===== config.mk =====
export PLATFORM = sky130hd
export DESIGN_NAME = div_sched
export DESIGN_NICKNAME = d
export VERILOG_FILES = /design/src/rtl/div_pkg.sv /design/src/rtl/div_core.sv /design/src/rtl/div_sched.sv
export SDC_FILE = /design/constraint.sdc
export NUM_CORES = 1
export LEC_CHECK = 0
export ABC_AREA = 1
export CAP_MARGIN = 25
export CORE_MARGIN = 2
export CORE_UTILIZATION = 58
export CTS_CLUSTER_SIZE = 30
export DETAILED_ROUTE_END_ITERATION = 16
export DONT_BUFFER_PORTS = 1
export PLACE_DENSITY_LB_ADDON = 0.12
export SLEW_MARGIN = 20
export SYNTH_ARGS = -nofsm -noshare
export SYNTH_HDL_FRONTEND = slang
export SYNTH_SLANG_ARGS = --single-unit

===== constraint.sdc =====
create_clock -name clk -period 3.1 [get_ports clk]
set_clock_uncertainty 0.1 [all_clocks]
set_input_delay 0.62 -clock clk [delete_from_list [all_inputs] [get_ports clk]]
set_output_delay 0.62 -clock clk [all_outputs]
set_load 0.05 [all_outputs]

===== src/rtl/div_pkg.sv =====
`default_nettype none
// ============================================================================
// Module   : div_pkg
// Purpose  : Shared constants for the shared-divider scheduler: FSM state
//            encodings and default datapath geometry.
// Contents : ST_IDLE / ST_ITER / ST_FIN  - 2-bit state encodings
//            DEFAULT_WIDTH               - default operand/result width
//            DEFAULT_NREQ                - default requester count
// Revision : 1.0 - initial release
// ============================================================================
package div_pkg;

  localparam logic [1:0] ST_IDLE = 2'b00;
  localparam logic [1:0] ST_ITER = 2'b01;
  localparam logic [1:0] ST_FIN  = 2'b10;

  localparam int DEFAULT_WIDTH = 6;
  localparam int DEFAULT_NREQ  = 4;

endpackage
`default_nettype wire


===== src/rtl/div_core.sv =====
`default_nettype none
// ============================================================================
// Module   : div_core
// Purpose  : Restoring shift-subtract divider datapath, one quotient bit per
//            step, MSB first.
// Ports    : clk, rst_n - clock, async active-low reset
//            ld         - load dividend/divisor, clear partial remainder
//            step       - perform one iteration
//            a, b       - dividend / divisor loaded on ld
//            q, r       - quotient / remainder as they will stand after the
//                         iteration performed in this cycle (combinational)
// Revision : 1.0 - initial release
// ============================================================================
module div_core
  import div_pkg::*;
#(
  parameter int WIDTH = DEFAULT_WIDTH
) (
  input  logic             clk,
  input  logic             rst_n,
  input  logic             ld,
  input  logic             step,
  input  logic [WIDTH-1:0] a,
  input  logic [WIDTH-1:0] b,
  output logic [WIDTH-1:0] q,
  output logic [WIDTH-1:0] r
);

  // r_acc starts as the dividend; each step shifts its MSB into the remainder
  // and shifts the new quotient bit into its LSB, so after WIDTH steps it
  // holds the quotient.
  logic [WIDTH-1:0] r_acc;
  logic [WIDTH-1:0] r_rem;
  logic [WIDTH-1:0] r_b;

  logic [WIDTH:0]   w_rem_sh;
  logic [WIDTH:0]   w_diff;
  logic             w_ge;
  logic [WIDTH-1:0] w_rem_nx;
  logic [WIDTH-1:0] w_acc_nx;

  always_comb begin
    w_rem_sh = {r_rem, r_acc[WIDTH-1]};
    w_diff   = w_rem_sh - {1'b0, r_b};
    // The partial remainder is always below the divisor, so the shifted value
    // is below 2*b and a non-negative difference never sets the top bit:
    // the top bit of the trial subtraction is exactly the borrow.
    w_ge     = ~w_diff[WIDTH];
    w_rem_nx = w_ge ? w_diff[WIDTH-1:0] : w_rem_sh[WIDTH-1:0];
    w_acc_nx = {r_acc[WIDTH-2:0], w_ge};
    q        = w_acc_nx;
    r        = w_rem_nx;
  end

  always_ff @(posedge clk or negedge rst_n) begin
    if (!rst_n) begin
      r_acc <= '0;
      r_rem <= '0;
      r_b   <= '0;
    end else if (ld) begin
      r_acc <= a;
      r_rem <= '0;
      r_b   <= b;
    end else if (step) begin
      r_acc <= w_acc_nx;
      r_rem <= w_rem_nx;
    end
  end

endmodule
`default_nettype wire


===== src/rtl/div_sched.sv =====
`default_nettype none
// ============================================================================
// Module   : div_sched
// Purpose  : Round-robin scheduler in front of a single shared restoring
//            divider. Grants one requester at a time, runs WIDTH iterations
//            and returns quotient, remainder, requester id and a divide-by-
//            zero flag with a one-cycle done pulse.
// Ports    : clk, rst_n      - clock, async active-low reset
//            req[NREQ]       - request levels
//            a_in, b_in      - packed dividends/divisors, id i at [i*WIDTH+:WIDTH]
//            gnt[NREQ]       - one-hot combinational grant (IDLE only)
//            busy            - high outside IDLE
//            done            - one-cycle result-valid pulse
//            done_id, q, r, dz - result, held until the next done
// Config   : DIV_ZERO_FAST_EN - when defined, a zero divisor skips the
//            iterations and the result is returned the cycle after grant.
// Revision : 1.0 - initial release
// ============================================================================
module div_sched
  import div_pkg::*;
#(
  parameter int NREQ  = DEFAULT_NREQ,
  parameter int WIDTH = DEFAULT_WIDTH
) (
  input  logic                    clk,
  input  logic                    rst_n,
  input  logic [NREQ-1:0]         req,
  input  logic [NREQ*WIDTH-1:0]   a_in,
  input  logic [NREQ*WIDTH-1:0]   b_in,
  output logic [NREQ-1:0]         gnt,
  output logic                    busy,
  output logic                    done,
  output logic [$clog2(NREQ)-1:0] done_id,
  output logic [WIDTH-1:0]        q,
  output logic [WIDTH-1:0]        r,
  output logic                    dz
);

  localparam int IDW  = $clog2(NREQ);
  localparam int CNTW = $clog2(WIDTH + 1);

  logic [1:0]       r_state;
  logic [1:0]       w_state_nx;
  logic [IDW-1:0]   r_ptr;
  logic [IDW-1:0]   r_id;
  logic [CNTW-1:0]  r_cnt;
  logic             r_bz;

  logic             w_any_hi, w_any_lo, w_any;
  logic [IDW-1:0]   w_id_hi, w_id_lo, w_gnt_id;
  logic [WIDTH-1:0] w_a_sel, w_b_sel;
  logic             w_ld, w_step;
  logic [WIDTH-1:0] w_core_q, w_core_r;

  // Round-robin arbitration: the lowest requester above ptr wins; if none,
  // the lowest requester at or below ptr (wrap-around).
  always_comb begin
    w_any_hi = 1'b0;
    w_any_lo = 1'b0;
    w_id_hi  = '0;
    w_id_lo  = '0;
    for (int j = 0; j < NREQ; j++) begin
      if (req[j]) begin
        if (IDW'(j) > r_ptr) begin
          if (!w_any_hi) begin
            w_any_hi = 1'b1;
            w_id_hi  = IDW'(j);
          end
        end else if (!w_any_lo) begin
          w_any_lo = 1'b1;
          w_id_lo  = IDW'(j);
        end
      end
    end
    w_any    = w_any_hi | w_any_lo;
    w_gnt_id = w_any_hi ? w_id_hi : w_id_lo;
  end

  // Operand mux for the winning requester.
  always_comb begin
    w_a_sel = '0;
    w_b_sel = '0;
    for (int j = 0; j < NREQ; j++) begin
      if (IDW'(j) == w_gnt_id) begin
        w_a_sel = a_in[j*WIDTH +: WIDTH];
        w_b_sel = b_in[j*WIDTH +: WIDTH];
      end
    end
  end

  // FSM: state register
  always_ff @(posedge clk or negedge rst_n) begin
    if (!rst_n) r_state <= ST_IDLE;
    else        r_state <= w_state_nx;
  end

  // FSM: next state
  always_comb begin
    w_state_nx = r_state;
    case (r_state)
      ST_IDLE: begin
        if (w_any) begin
`ifdef DIV_ZERO_FAST_EN
          w_state_nx = (w_b_sel == '0) ? ST_FIN : ST_ITER;
`else
          w_state_nx = ST_ITER;
`endif
        end
      end
      ST_ITER: if (r_cnt == CNTW'(1)) w_state_nx = ST_FIN;
      ST_FIN:  w_state_nx = ST_IDLE;
      default: w_state_nx = ST_IDLE;
    endcase
  end

  // FSM: outputs
  always_comb begin
    gnt  = '0;
    busy = (r_state != ST_IDLE);
    done = (r_state == ST_FIN);
    if (r_state == ST_IDLE && w_any) begin
      for (int j = 0; j < NREQ; j++) gnt[j] = (IDW'(j) == w_gnt_id);
    end
  end

  assign w_ld   = (r_state == ST_IDLE) && w_any;
  assign w_step = (r_state == ST_ITER);

  // Pointer, counter, latched id/zero flag and held results.
  always_ff @(posedge clk or negedge rst_n) begin
    if (!rst_n) begin
      r_ptr   <= IDW'(NREQ - 1);
      r_id    <= '0;
      r_cnt   <= '0;
      r_bz    <= 1'b0;
      done_id <= '0;
      q       <= '0;
      r       <= '0;
      dz      <= 1'b0;
    end else begin
      if (w_ld) begin
        r_ptr <= w_gnt_id;
        r_id  <= w_gnt_id;
        r_bz  <= (w_b_sel == '0);
        r_cnt <= CNTW'(WIDTH);
      end else if (w_step) begin
        r_cnt <= r_cnt - CNTW'(1);
      end

      // Results are captured on the edge that enters FIN; the core's outputs
      // already reflect the final iteration happening on that same edge.
      if (r_state == ST_ITER && w_state_nx == ST_FIN) begin
        q       <= w_core_q;
        r       <= w_core_r;
        dz      <= r_bz;
        done_id <= r_id;
      end
`ifdef DIV_ZERO_FAST_EN
      else if (r_state == ST_IDLE && w_state_nx == ST_FIN) begin
        q       <= '1;
        r       <= w_a_sel;
        dz      <= 1'b1;
        done_id <= w_gnt_id;
      end
`endif
    end
  end

  div_core #(
    .WIDTH (WIDTH)
  ) u_core (
    .clk   (clk),
    .rst_n (rst_n),
    .ld    (w_ld),
    .step  (w_step),
    .a     (w_a_sel),
    .b     (w_b_sel),
    .q     (w_core_q),
    .r     (w_core_r)
  );

endmodule
`default_nettype wire


# Yosys cells after proc, flatten, opt, wreduce, memory -nomap -nowiden
# Cells that the tools add are included.
word_totals:
  register_bits: 43
  latchBits: 0
  ram_bits: 0
  romBits: 0
  in_bits: 54
  out_inout_bits: 21
  wordCells: 88
  memories: 0
op_classes:
  addsub: 2
  multipliers: 0
  div_mod_pow: 0
  order_cmp: 4
  eq_ne: 7
  n_shift: 0
  muxes: 54
  bitwise: 2
  reduce_logical: 7
op_table:
  columns: ["op", "count"]
  rows:
  - ["$mux 6", 13]
  - ["$mux 2", 15]
  - ["$mux 1", 22]
  - ["$sub 7x6->7", 1]
  - ["$logic_not 6->1", 1]
  - ["$mux 3", 2]
  - ["$eq 2x2->1 const A", 2]
  - ["$eq 2x2->1 const B", 2]
  - ["$gt 1x2->1 const A", 2]
  - ["$gt 2x2->1 const A", 2]
  - ["$logic_not 2->1", 2]
  - ["$mux 4", 1]
  - ["$pmux 2 s2", 1]
  - ["$reduce_bool 2->1", 2]
  - ["$eq 3x1->1 const B", 1]
  - ["$sub 3x1->3 const B", 1]
  - ["$eq 1x2->1 const A", 1]
  - ["$eq 2x1->1 const B", 1]
  - ["$logic_and 1x1->1", 2]
  - ["$not 1->1", 1]
  - ["$or 1x1->1", 1]

# Depth between registers and ports, before layout
logic_depth:
  word_depth: 19
  depth_mapped: 16
  ltp_nobuf: 15

# Cells and area by module
# Synthesis repeated with hierarchy kept, for this count alone.
hier_totals:
  hier_cells: 389
  hier_area_um2: 2747.6
modules_own_cells:
  columns: ["module", "instances", "cells_each", "area_per_inst_um2", "seq_area_each_um2"]
  rows:
  - ["div_sched", 1, 228, 1552.7, 628.1]
  - ["div_core", 1, 161, 1194.9, 450.4]

# Worst setup path before layout
# No wires, ideal clock.
synth_path:
  path_type: "reg2out"
  start: "register r_state[0]"
  end: "output gnt[0]"
  t_arrival_ns: 2.183
  required_time_ns: 2.380
  slack_ns: 0.197
  path_stages_with_launch: 7
  path_buffers: 1
  cell_sequence: "dfrtp_1 inv_1 nand2_1 nor2_1 inv_1 clkbuf_1 nor2_1"
synth_between:
  elab_chain_len: 3
synth_rtl:
  columns: ["item", "line", "rtl"]
  rows:
  - ["from (decl)", "div_sched.sv:42", "logic [1:0] r_state;"]
  - ["from (signal assigned)", "div_sched.sv:94", "else r_state <= w_state_nx;"]
  - ["$logic_not 2->1", "div_sched.sv:121", "if (r_state == ST_IDLE && w_any) begin"]
  - ["$logic_and 1x1->1", "div_sched.sv:121", null]
  - ["$mux 4", "div_sched.sv:121", null]
  - ["to (decl)", "div_sched.sv:30", "output logic [NREQ-1:0] gnt,"]
# No other way between the ends.

# Final worst setup path
layout_path:
  start: "register r_ptr[1]"
  end: "output gnt[1]"
layout_between:
  elab_chain_len: 15
  elab_cells_between_ends: 43
  cone_classes: "4 x order compare; 1 x eq/ne; 36 x mux; 1 x bitwise; 1 x reduce/logical"
layout_rtl:
  columns: ["item", "line", "rtl"]
  rows:
  - ["from (decl)", "div_sched.sv:44", "logic [IDW-1:0] r_ptr;"]
  - ["from (signal assigned)", "div_sched.sv:132", "r_ptr <= IDW'(NREQ - 1);"]
  - ["from (signal assigned)", "div_sched.sv:142", "r_ptr <= w_gnt_id;"]
  - ["$gt 1x2->1", "div_sched.sv:64", "if (IDW'(j) > r_ptr) begin"]
  - ["$mux 1", "div_sched.sv:64", null]
  - ["$mux 1", "div_sched.sv:63", "if (req[j]) begin"]
  - ["$mux 1, on equally long branches", "div_sched.sv:69, div_sched.sv:65", null]
  - ["$mux 1", "div_sched.sv:64", null]
  - ["$mux 1", "div_sched.sv:63", null]
  - ["$mux 2, on equally long branches", "div_sched.sv:69, div_sched.sv:65", null]
  - ["$mux 2", "div_sched.sv:64", null]
  - ["$mux 2", "div_sched.sv:63", null]
  - ["$mux 2, on equally long branches", "div_sched.sv:69, div_sched.sv:65", null]
  - ["$mux 2", "div_sched.sv:64", null]
  - ["$mux 2", "div_sched.sv:63", null]
  - ["$mux 2", "div_sched.sv:76", "w_gnt_id = w_any_hi ? w_id_hi : w_id_lo;"]
  - ["$eq 1x2->1", "div_sched.sv:122", "for (int j = 0; j < NREQ; j++) gnt[j] = (IDW'(j) == w_gnt_id);"]
  - ["$mux 4 (*)", "div_sched.sv:121", null]
# Every way passes the cells marked *; elsewhere a longest branch is shown, timed or not.

==> summary.md <==
| Metric | Value |
|---|---|
| Status | `finished clean` |
| Share of layout cells above drive strength 1 | `0.0866` |
| Cell Area, Synth | `2430 um^2` |
| Setup bufs post-CTS | `0` |
| Min cycle time layout | `2790 ps` |
| Worst R2R Setup Slack | `680 ps` |
| Pre-antenna DRT Iters | `4` |
| Core Area | `4030 um^2` |
| Syn. warnings | `0` |
| Largest net degree at the start of global routing | `42` |
| Area grow syn2layout | `8.39%` |
| CTS tree | `built` |
| Worst vdd ir | `0.547 mV` |
| Clk_lat worst skew | `290 ps` |
| Synth unique cells | `35` |
| Fillcell total | `368` |
| Clock sinks | `43` |
| Power Density | `1290 nW/um^2` |
| Worst min path class | `in2async` |
| Pre-CTS setup slack | `656 ps` |
| Async SR Flop Fraction | `1.00` |
| Post_cts resized | `0` |
| Critical path type | `reg2out` |
| Final setup margin | `313 ps` |
| Final Wtd Congestion | `0.830` |
| Setup TNS Final | `0 ps` |
| Endpoints failing setup | `0` |
| LEAKAGE | `1.32 nW` |
| WL per Instance | `13.8 um` |
| Worst Setup End Kind | `output port` |
| Worst EP arrival | `2070 ps` |
| Crit Path Max Fanout | `16` |
| Clock Pin Slew Worst Setup and Hold Paths | `80 ps` |
| Syn nets | `388` |
| Commonest non-fill, non-tap cell in the layout | `nand2_1` |
| H-tree Lvls | `2` |
| Syn_area_per_cell | `7.48 um^2` |
| Initial Util | `0.603` |
| Core Rows | `23` |
| Crit path launch | `r_ptr[1]$_DFFE_PN1P_` |
| First-pass GRT wire length | `8930 um` |
| Final slew viol count | `0` |
| FF-to-FF Start | `u_core.r_b[0]$_DFFE_PN0P_` |
| R2R Path End | `u_core.r_rem[4]$_DFFE_PN0P_` |
| Rel. slew slack | `0.414` |
| GRT Total Usage | `0.257` |
| Residual DRC count | `0` |
| Port Buf Inserts | `0` |
| Register area | `1080 um^2` |
| Finished Core Util | `0.654` |
| Period utilisation layout | `0.899` |
| Total grt overflow | `0` |
| Die height | `68.7 um` |
| Cts hold-fix bufs | `1` |
| Synth top area share | `0.422` |
| Register area share after synthesis | `0.444` |
| Synth top area cells | `dfrtp_1 42%, nand2_1 17%, o21ai_0 8.0%, inv_1 4.8%, ha_1 4.1%` |
| Fmax achieved | `359 MHz` |
| Root Buffer | `clkbuf_8` |
| Initial antenna violation count | `0` |
| N_diodes | `0` |
| Max-cap violations | `0` |
| Number of synthesized flops with an enable pin | `0` |
| Vias in the first global route | `1980` |
| CP required | `2380 ps` |
| Most frequent cells in the layout | `113 x nand2_1, 41 x dfrtp_1, 39 x o21ai_0` |
| I/O Pins | `75` |
| Via count | `2107` |
| Worst Tran Pin Value | `876 ps` |
| Final ANT Viol Nets | `0` |
| Ys flop type | `dfrtp_1` |
| Die width | `68.7 um` |
| Post-DP HPWL | `4070 um` |
| WL final | `5300 um` |
| Vias/cell | `5.47` |
| Num CTS Buffers | `5` |
| Crit path capture | `gnt[1]` |
| Net count, final | `397` |
| Synth Register Bits | `43` |
| Clk buf depth | `2` |
| Unrepaired setup endpoints after global routing | `no` |
| Largest area contributor in the synthesized netlist | `dfrtp_1` |
| Crit start category | `register` |
| Iter 0 DRT Violations | `151` |
| Multi-input gate area | `1180 um^2` |
| Syn Inst Count | `325` |
| Worst Reg-to-Reg Cells | `11` |
| Final Hold Vio Count | `0` |
| Die footprint | `4720 um^2` |
synth_stat cells, drive strengths merged (2+ instances only):
| master | count |
|---|---|
| buf | 4 |
| a31oi | 4 |
| a22oi | 2 |
| o22ai | 5 |
| or2 | 3 |
| inv | 32 |
| clkbuf | 5 |
| nand4 | 2 |
| dfrtp | 41 |
| o21ai | 41 |
| ha | 8 |
| and3 | 3 |
| dfstp | 2 |
| xor2 | 3 |
| a21oi | 8 |
| nand3 | 13 |
| nand2 | 116 |
| xnor2 | 2 |
| nor2 | 24 |
state kept, by name, summed over array words and instances (netlist names):
name	cells
u_core.r_acc	6
r_id	2
r_ptr	2
r_bz	1
r_cnt	3
done_id	2
r_state	2
dz	1
q	6
u_core.r_rem	6
r	6
u_core.r_b	6
per-layer routing:
metal | wire length [um] | track usage | share of wire | vias up
li1 | - | - | - | 1067
met1 | 2470 | 0.339 | 0.47 | 950
met2 | 2410 | 0.423 | 0.45 | 82
met3 | 340 | 0.0666 | 0.064 | 8
met4 | 76 | 0.0662 | 0.014 | 0
met5 | 0 | 0 | 0 | -
critical path: stages (launching register included):
cell     delay, ps
dfstp_2        590
inv_1           80
a21oi_2        140
nand2_1         60
nand2_1         70
nand3_1         80
nand2_2        250
nand2_1        150
nor2_1         140
buf_4          220
how the worst min path moves through the flow:
stage / start / to / slack (ps) / cells past startpoint
after global placement: rst_n / q[2]$_DFFE_PN0P_ / 230 / 0
after detailed placement: rst_n / r_cnt[0]$_DFFE_PN0P_ / 230 / 0
after floorplan: rst_n / done_id[0]$_DFFE_PN0P_ / 220 / 0
after CTS: rst_n / r_ptr[1]$_DFFE_PN1P_ / 60 / 0
final: rst_n / q[2]$_DFFE_PN0P_ / 60 / 1
after global routing: rst_n / r_ptr[1]$_DFFE_PN1P_ / 40 / 0
through the flow:
stage	cells	hold WS (ps)	cell area [um^2]	power [W]
5_1_grt	385	42.6	2630	0.00375
6_report	385	57.1	2630	0.00341
2_1_floorplan	325	224	2430	0.00267
4_1_cts	385	59.0	2630	0.00342
3_3_place_gp	376	226	2520	0.00300
3_5_place_dp	376	225	2520	0.00305
power by group:
part | total [W] | switching [W] | internal, W | leakage [nW]
Combinational | 0.00166 | 0.00105 | 0.000607 | 0.750
Sequential | 0.00139 | 0.000540 | 0.000851 | 0.517
Clock | 0.000358 | 0.000179 | 0.000180 | 0.0482
Total | 0.00341 | 0.00177 | 0.00164 | 1.32
layout make-up:
type | count | share of cell area
Multi-Input combinational cell | 240 | 0.449
Timing Repair Buffer | 11 | 0.0361
Sequential cell | 43 | 0.409
Clock inverter | 1 | 0.00190
Clock buffer | 7 | 0.0328
Inverter | 33 | 0.0470
Tap cell | 50 | 0.0238
cells by family after synthesis:
family                     Yosys count  share of synthesized area
buffers and inverters               42                     0.0695
and+or+nand+nor                    163                      0.278
DFF                                 43                      0.444
AOI/OAI and AO/OA                   63                      0.142
xor gates and xnor gates             5                     0.0180
adders and majority gates            9                     0.0494
Power figures use the tool's default switching activity.
